`config.mk`:
```
export PLATFORM = sky130hd
export DESIGN_NAME = keypad_scanner
export DESIGN_NICKNAME = d
export VERILOG_FILES = /design/src/rtl/keypad_pkg.sv /design/src/rtl/keypad_keymap.sv /design/src/rtl/keypad_scanner.sv
export SDC_FILE = /design/constraint.sdc
export NUM_CORES = 1
export LEC_CHECK = 0
export CAP_MARGIN = 20
export CORE_ASPECT_RATIO = 1.2
export CORE_MARGIN = 2
export CORE_UTILIZATION = 45
export DETAILED_ROUTE_END_ITERATION = 16
export GPL_ROUTABILITY_DRIVEN = 0
export PLACE_DENSITY = 0.63
export SYNTH_ARGS = -nofsm -noshare
export SYNTH_HDL_FRONTEND = slang
export SYNTH_SLANG_ARGS = --single-unit
```
`constraint.sdc`:
```
create_clock -name clk -period 5.9 [get_ports clk]
set_input_delay 0.885 -clock clk [delete_from_list [all_inputs] [get_ports clk]]
set_output_delay 0.885 -clock clk [all_outputs]
set_load 0.02 [all_outputs]
```
`src/rtl/keypad_pkg.sv`:
```
// Shared FSM state type, key-code map and column priority helper for the 4x4 keypad scanner.
package keypad_pkg;

    typedef enum logic [1:0] {
        ST_SCAN       = 2'd0,
        ST_PRESS_DB   = 2'd1,
        ST_HELD       = 2'd2,
        ST_RELEASE_DB = 2'd3
    } state_e;

    // Indexed by {row, col}; entry 0 is row0/col0.
    localparam logic [15:0][3:0] KEY_MAP = {
        4'hD, 4'hF, 4'h0, 4'hE,
        4'hC, 4'h9, 4'h8, 4'h7,
        4'hB, 4'h6, 4'h5, 4'h4,
        4'hA, 4'h3, 4'h2, 4'h1
    };

    function automatic logic [1:0] first_col(input logic [3:0] cols);
        logic [1:0] idx;
        casez (cols)
            4'b???1: idx = 2'd0;
            4'b??10: idx = 2'd1;
            4'b?100: idx = 2'd2;
            default: idx = 2'd3;
        endcase
        return idx;
    endfunction

endpackage

```
`src/rtl/keypad_keymap.sv`:
```
// Combinational translation of a latched row/column position into its key code.
module keypad_keymap
    import keypad_pkg::*;
(
    input  logic [1:0] i_row,
    input  logic [1:0] i_col,
    output logic [3:0] o_code
);

    assign o_code = KEY_MAP[{i_row, i_col}];

endmodule

```
`src/rtl/keypad_scanner.sv`:
```
// 4x4 keypad scanner: rotates row drives, latches the first hit, debounces press and release
// on the latched column only, and pulses key_valid once per accepted press.
module keypad_scanner
    import keypad_pkg::*;
#(
    parameter int SCAN_CYCLES     = 1000,
    parameter int DEBOUNCE_CYCLES = 50000
) (
    input  logic       clk,
    input  logic       reset,
    input  logic       C0,
    input  logic       C1,
    input  logic       C2,
    input  logic       C3,
    output logic       R0,
    output logic       R1,
    output logic       R2,
    output logic       R3,
    output logic [3:0] key,
    output logic       key_valid
);

    localparam int SCAN_W = (SCAN_CYCLES > 1) ? $clog2(SCAN_CYCLES) : 1;
    localparam int DB_W   = (DEBOUNCE_CYCLES > 1) ? $clog2(DEBOUNCE_CYCLES) : 1;
    localparam logic [SCAN_W-1:0] SCAN_LAST = SCAN_W'(SCAN_CYCLES - 1);
    localparam logic [SCAN_W-1:0] SCAN_ONE  = SCAN_W'(1);
    localparam logic [SCAN_W-1:0] SCAN_ZERO = SCAN_W'(0);
    localparam logic [DB_W-1:0]   DB_LAST   = DB_W'(DEBOUNCE_CYCLES - 1);
    localparam logic [DB_W-1:0]   DB_ONE    = DB_W'(1);
    localparam logic [DB_W-1:0]   DB_ZERO   = DB_W'(0);

    state_e            r_state;
    logic [SCAN_W-1:0] r_scan_cnt;
    logic [DB_W-1:0]   r_db_cnt;
    logic [1:0]        r_row;
    logic [1:0]        r_col;
    logic [3:0]        r_rows;
    logic [3:0]        r_key;
    logic              r_key_valid;

    logic [3:0]        w_cols;
    logic              w_col_hi;
    logic [3:0]        w_code;

    assign w_cols   = {C3, C2, C1, C0};
    assign w_col_hi = w_cols[r_col];

    keypad_keymap u_keymap (
        .i_row  (r_row),
        .i_col  (r_col),
        .o_code (w_code)
    );

    // Scan / debounce FSM; row drive stays frozen from the latching sample until release completes.
    always_ff @(posedge clk or negedge reset) begin
        if (!reset) begin
            r_state     <= ST_SCAN;
            r_scan_cnt  <= SCAN_ZERO;
            r_db_cnt    <= DB_ZERO;
            r_row       <= 2'd0;
            r_col       <= 2'd0;
            r_rows      <= 4'b0001;
            r_key       <= 4'h0;
            r_key_valid <= 1'b0;
        end else begin
            r_key_valid <= 1'b0;
            case (r_state)
                ST_SCAN: begin
                    if (r_scan_cnt == SCAN_LAST) begin
                        r_scan_cnt <= SCAN_ZERO;
                        if (|w_cols) begin
                            r_state  <= ST_PRESS_DB;
                            r_col    <= first_col(w_cols);
                            r_db_cnt <= DB_ZERO;
                        end else begin
                            r_row  <= r_row + 2'd1;
                            r_rows <= {r_rows[2:0], r_rows[3]};
                        end
                    end else begin
                        r_scan_cnt <= r_scan_cnt + SCAN_ONE;
                    end
                end
                ST_PRESS_DB: begin
                    if (!w_col_hi) begin
                        r_state  <= ST_SCAN;
                        r_db_cnt <= DB_ZERO;
                        r_row    <= r_row + 2'd1;
                        r_rows   <= {r_rows[2:0], r_rows[3]};
                    end else if (r_db_cnt == DB_LAST) begin
                        r_state     <= ST_HELD;
                        r_db_cnt    <= DB_ZERO;
                        r_key       <= w_code;
                        r_key_valid <= 1'b1;
                    end else begin
                        r_db_cnt <= r_db_cnt + DB_ONE;
                    end
                end
                ST_HELD: begin
                    if (!w_col_hi) begin
                        r_state  <= ST_RELEASE_DB;
                        r_db_cnt <= DB_ZERO;
                    end else begin
                        r_state <= ST_HELD;
                    end
                end
                ST_RELEASE_DB: begin
                    if (w_col_hi) begin
                        r_db_cnt <= DB_ZERO;
                    end else if (r_db_cnt == DB_LAST) begin
                        r_state  <= ST_SCAN;
                        r_db_cnt <= DB_ZERO;
                        r_row    <= r_row + 2'd1;
                        r_rows   <= {r_rows[2:0], r_rows[3]};
                    end else begin
                        r_db_cnt <= r_db_cnt + DB_ONE;
                    end
                end
                default: begin
                    r_state    <= ST_SCAN;
                    r_scan_cnt <= SCAN_ZERO;
                    r_db_cnt   <= DB_ZERO;
                    r_row      <= 2'd0;
                    r_rows     <= 4'b0001;
                end
            endcase
        end
    end

    assign R0        = r_rows[0];
    assign R1        = r_rows[1];
    assign R2        = r_rows[2];
    assign R3        = r_rows[3];
    assign key       = r_key;
    assign key_valid = r_key_valid;

endmodule

```
-- Word level (Yosys, flattened, before mapping)
Memory sizes are Yosys's and may differ from the RTL's. A register that Yosys moved wholly into a read port is not among the register bits.
Cells that the tools add are included.
Widths: inputs -> output; s select.
- add/sub/neg operators: 3
- order comparisons: 1
- eq/ne operators: 15
- mux-type cells: 34
- reductions and logical operators: 9
- operators with widths (kind ; number):
    $mux 16 ; 6
    $pmux 16 s4 ; 1
    $mux 2 ; 11
    $mux 4 ; 5
    $add 16x1->16 const B ; 1
    $eq 16x16->1 const B ; 1
    $ne 2x2->1 const B ; 7
    $pmux 2 s3 ; 2
    $pmux 4 s3 ; 1
    $add 10x1->10 const B ; 1
    $eq 10x10->1 const B ; 1
    $mux 10 ; 1
    $reduce_and 3->1 ; 3
    $pmux 2 s4 ; 1
    $eq 2x2->1 const B ; 3
    $reduce_and 6->1 ; 1
    $mux 1 ; 5
    $reduce_and 5->1 ; 1
    $reduce_or 4->1 ; 1
    $eq 3x3->1 const B ; 1
    $lt 2x3->1 const B ; 1
    $ne 3x3->1 const B ; 1
    $reduce_bool 3->1 ; 1
    $add 2x1->2 const B ; 1
    4 further kinds ; 4
- bits in registers: 37
- ROM bits: 64
- input bits: 6
- output and inout bits: 9
- logic and storage cells: 70
- memories: 1
- memory list (name ; depth ; width ; rd ports ; clocked after Yosys merged registers in ; write ports ; RTL line ; text):
    (name not given) ; 16 ; 4 ; 1 ; 1 ; 0 ; keypad_keymap.sv:10 ; assign o_code = KEY_MAP[{i_row, i_col}];

-- Depth between registers and ports, before layout
- depth after elaboration: 4
- depth in mapped cells: 7
- gate-level depth less buffers: 6

-- Cells and area by module
Synthesis repeated with hierarchy kept, for this count alone.
- cells, all modules: 218
- area, all modules: 2253.4 um^2
- modules (own cells, without submodules) (module ; instances ; cells each ; area an instance (um^2) ; seq. area each (um^2)):
    keypad_scanner ; 1 ; 202 ; 2098.3 ; 1027.2
    keypad_keymap ; 1 ; 16 ; 155.1 ; 0.0

-- Worst setup path after synthesis
OpenSTA, ideal clock, no wires.
- path kind: input port to flip-flop
- start: input C3
- end: register r_db_cnt[4]
- library setup time: 0.095 ns
- data arrival time: 2.124 ns
- required time: 5.805 ns
- setup slack: 3.681 ns
- stages: 5
- buffers on the path: 0
- cells stage by stage: mux2i_1 > mux2_2 > and2_1 > or2_2 > o31ai_1
- word-level cells in the longest chain between the ends: 4
- elaborated cells on any way between the ends: 9
- those cells by class: eq/ne (2); mux (5); reduce/logical (2)
- RTL lines (what ; RTL line ; text):
    start, declared ; keypad_scanner.sv:14 ; input logic C3,
    $bmux 1 s2 ; keypad_scanner.sv:46 ; assign w_col_hi = w_cols[r_col];
    $mux 1 (implied by the code) ; keypad_scanner.sv:46 ;
    $mux 16, or another cell as far along ; keypad_scanner.sv:107 ; if (w_col_hi) begin
    $pmux 16 s4 / $reduce_and 3->1 (equally long branches) ; -- ;
    end signal, assigned ; keypad_scanner.sv:95 ; r_db_cnt <= r_db_cnt + DB_ONE;
    end signal, assigned ; keypad_scanner.sv:115 ; r_db_cnt <= r_db_cnt + DB_ONE;
    end, declared ; keypad_scanner.sv:34 ; logic [DB_W-1:0] r_db_cnt;
Parallel ways exist; a longest one is shown, timed or not. The select of a mux whose other input is x is not followed.
A chain may end at the register's enable or synchronous reset.

-- Final worst setup path
- start: input C0
- end: register r_db_cnt[4]
- word-level cells in the longest chain between the ends: 4
- elaborated cells on any way between the ends: 9
- those cells by class: eq/ne (2); mux (5); reduce/logical (2)
- RTL lines (what ; RTL line ; text):
    start, declared ; keypad_scanner.sv:11 ; input logic C0,
    $bmux 1 s2 ; keypad_scanner.sv:46 ;
    $mux 1 (implied by the code) ; keypad_scanner.sv:46 ;
    $mux 16, or another cell as far along ; keypad_scanner.sv:107 ;
    $pmux 16 s4 / $reduce_and 3->1 (equally long branches) ; -- ;
Parallel ways exist; a longest one is shown, timed or not. The select of a mux whose other input is x is not followed.

==> metrics.md <==
| Metric | Value |
|---|---|
| Status | `finished, final reports clean` |
| First-pass DRT Iterations | `6` |
| Total number of vias | `about 1700` |
| GRT Resource Usage Total | `between 10% and 20%` |
| Cell count after synthesis | `approximately 230` |
| CTS Buf Count | `5` |
| Synth Net Count | `~250` |
| Layout area overhead | `13.2%` |
| Critical Path Max Stage Delay | `roughly 0.64 ns` |
| Final period utilization | `~45%` |
| Worst slew margin | `between 40% and 50%` |
| Die H | `approximately 83 um` |
| Crit end category | `flop` |
| Clk_skew | `0.00664 ns` |
| Final wirelength | `between 4000 and 5000 um` |
| Die X | `around 70 um` |
| Via density | `around 5.5` |
| Slew @ Worst Pin | `0.894 ns` |
| Peak supply drop | `0.118 mV` |
| Final setup fails | `0` |
| Largest cells by area after synthesis | `dfrtp_1 (43%), mux2_2 (4.3%), nand2_1 (4.2%)` |
| Layout Utilization | `53.4%` |
| Synth top area share | `between 40% and 50%` |
| Final min period | `~2.6 ns` |
| M3 GR Usage | `roughly 3.4%` |
| RSZ-0062 raised after global routing | `false` |
| Clk buf depth | `2` |
| First-pass GRT wire length | `7920 um` |
| Commonest cells post-synth | `dfrtp_1 (40), nand2_1 (26), o21ai_0 (19)` |
| Share of cells above drive strength 1 | `around 13%` |
| Setup WS pre-CTS | `2.95 ns` |
| Hold-fix buffers, CTS | `0` |
| Detailed-route DRC error count | `0` |
| YS warnings | `0` |
| Fmax | `~380 MHz` |
| Asr flop ratio synth | `between 90% and 100%` |
| H-tree depth | `2` |
| Register area share after synthesis | `between 40% and 50%` |
| Initial antenna violation count | `0` |
| Number of port buffers | `14` |
| Nets | `261` |
| Max-Cap Viols | `0` |
| Grt ovf | `0` |
| Wire per inst | `about 14 um` |
| Total clock sinks | `just over 40` |
| Antenna Cells | `0` |
| Seq cells post-synth | `between 40 and 50` |
| Synth unique cells | `slightly below 50` |
| Avg Cell Area, Syn | `about 10 sq um` |
| Final Hold Fails | `0` |
| FILL cells | `between 400 and 500` |
| Number of synthesized flops with an enable pin | `0` |
| Initial Util | `a little under half` |
| Slew Limit Fails | `0` |
| Vias in the first global route | `around 1700` |
| Top-count cell post-synth | `dfrtp_1` |
| Crit-path slowest cell | `a21oi_1` |
| CP Cell Sequence | `clkdlybuf4s50_1 -> nor4_1 -> nor2_1 -> a21oi_1 -> o21ai_0 -> o31ai_1` |
| Synthesized area | `between 2000 and 2500 sq um` |
| Setup TNS | `0 ns` |
| Number of I/O pins | `15` |
| Leak | `1.11 nW` |
| Cell row count | `28` |
| Worst-path fanout max | `10` |
| GR Util met2 | `between 20% and 30%` |
| Die area | `approximately 5800 sq um` |
| Antenna-violating nets left | `0` |
| Met1 GRT Util | `22.5%` |
| Cell taking the most area after synthesis | `dfrtp_1` |
| Tot Pwr | `approximately 0.75 mW` |
| Largest net degree at the start of global routing | `42` |
| Post-route setup slack | `3.27 ns` |
| Clk root buf | `clkbuf_8` |
| Setup Crit Path Kind | `in2reg` |
| Clock slew at reported path FFs | `approximately 0.080 ns` |
| Most Used Layer, Global Route | `met2` |
| CP Launch Type | `input pin` |
| CTS resizes | `0` |
| Worst-Skew Late Latency | `about 0.30 ns` |
| DRT iter0 DRCs | `66` |
| Hold Crit Class | `reg2reg` |
| Post-CTS Setup Repair Bufs | `0` |
| Power Dens Cells | `roughly 280 nW/um^2` |
| Critical path data required time | `6.11 ns` |
| CTS tree | `yes` |
| Core ar. | `4970 sq um` |
| Detailed Place HPWL | `3070 um` |
| Crit path DAT | `approximately 2.8 ns` |
| Ys flop type | `dfrtp_1` |
==> where the power goes <==
| group | total, mW | switching (mW) | internal, mW | leakage, nW |
|---|---|---|---|---|
| Clock | 0.267 | 0.0990 | 0.168 | 0.0681 |
| Combinational | 0.119 | 0.0599 | 0.0591 | 0.488 |
| Sequential | 0.361 | 0.0505 | 0.311 | 0.551 |
| Total | 0.747 | 0.209 | 0.538 | 1.11 |
==> worst paths after layout <==
kind	startpoint	to	slack (ns)	depth (start not counted)
setup / recovery	C0	r_db_cnt[4]	3.27	6
hold / removal	r_scan_cnt[9]	r_scan_cnt[9]	0.49	1
setup reg to reg	r_db_cnt[4]	r_rows[1]	3.65	5
hold reg to reg	r_scan_cnt[9]	r_scan_cnt[9]	0.49	1
max in group asynchronous	reset	r_db_cnt[4]	4.63	1
min in group asynchronous	reset	r_db_cnt[5]	0.71	1
==> flip-flops by register name, summed over array words and instances (netlist names), named ones only <==
register	flops
key	4
key_valid	1
r_col	2
r_rows	4
r_state	1
r_db_cnt	16
r_row	2
r_scan_cnt	10
==> area by class of cell <==
type	instances	area, sq um	share of cell area [%]
multi-input combinational	181	1270	47.7
sequential	41	1030	38.6
timing repair buffer	14	135	5.08
tap	60	75.1	2.82
clock buffer	5	68.8	2.59
clock inverter	3	65.1	2.45
inverter	5	18.8	0.706
==> cells in the final DEF, fill, tap and decap left out, types with 2 or more instances in the layout <==
| cell type | instances |
|---|---|
| clkdlybuf4s50_1 | 13 |
| nor2_1 | 8 |
| and2_1 | 2 |
| xnor2_1 | 3 |
| mux2_2 | 9 |
| ha_1 | 7 |
| nand4_1 | 6 |
| inv_1 | 5 |
| o21ai_0 | 19 |
| a21oi_1 | 11 |
| or2b_1 | 2 |
| dfrtp_1 | 40 |
| nand3b_1 | 4 |
| mux2_4 | 4 |
| nor4_1 | 3 |
| a21o_1 | 4 |
| nor3b_1 | 2 |
| clkbuf_8 | 5 |
| nand3_1 | 14 |
| nor2b_1 | 2 |
| nor3_1 | 8 |
| bufinv_16 | 2 |
| o31ai_1 | 2 |
| a41oi_1 | 2 |
| a31oi_1 | 8 |
| a22o_1 | 2 |
| or2_2 | 2 |
| mux2i_1 | 6 |
| nand2_1 | 26 |
| xor2_1 | 7 |
==> critical path: cells and delay by family <==
kind            cells  cell delay (ns)
compound gates      3             0.92
buf+inv             1             0.46
simple gates        2             0.55
==> stage by stage <==
stage / area, sq um / instances / hold WS (ns)
after floorplan: 2350 / 234 / 0.451
after global routing: 2660 / 309 / 0.530
final: 2660 / 309 / 0.493
after CTS: 2660 / 309 / 0.496
after global placement: 2520 / 301 / 0.482
after detailed placement: 2520 / 301 / 0.485
==> layer usage <==
metal	up-vias	share of wire [%]
met5	-	0
met4	0	1.7
met3	7	2.6
met2	17	45
met1	793	51
li1	886	-
==> cell families after synthesis <==
| group | Yosys count | synth area share, % |
|---|---|---|
| AOI/OAI and AO/OA | 54 | 15.1 |
| xor gates and xnor gates | 10 | 3.73 |
| adders and majority gates | 8 | 4.15 |
| buffers and inverters | 12 | 2.29 |
| DFF | 41 | 43.7 |
| muxes | 19 | 9.43 |
| and+or+nand+nor | 90 | 21.6 |
Power figures use the tool's default switching activity.
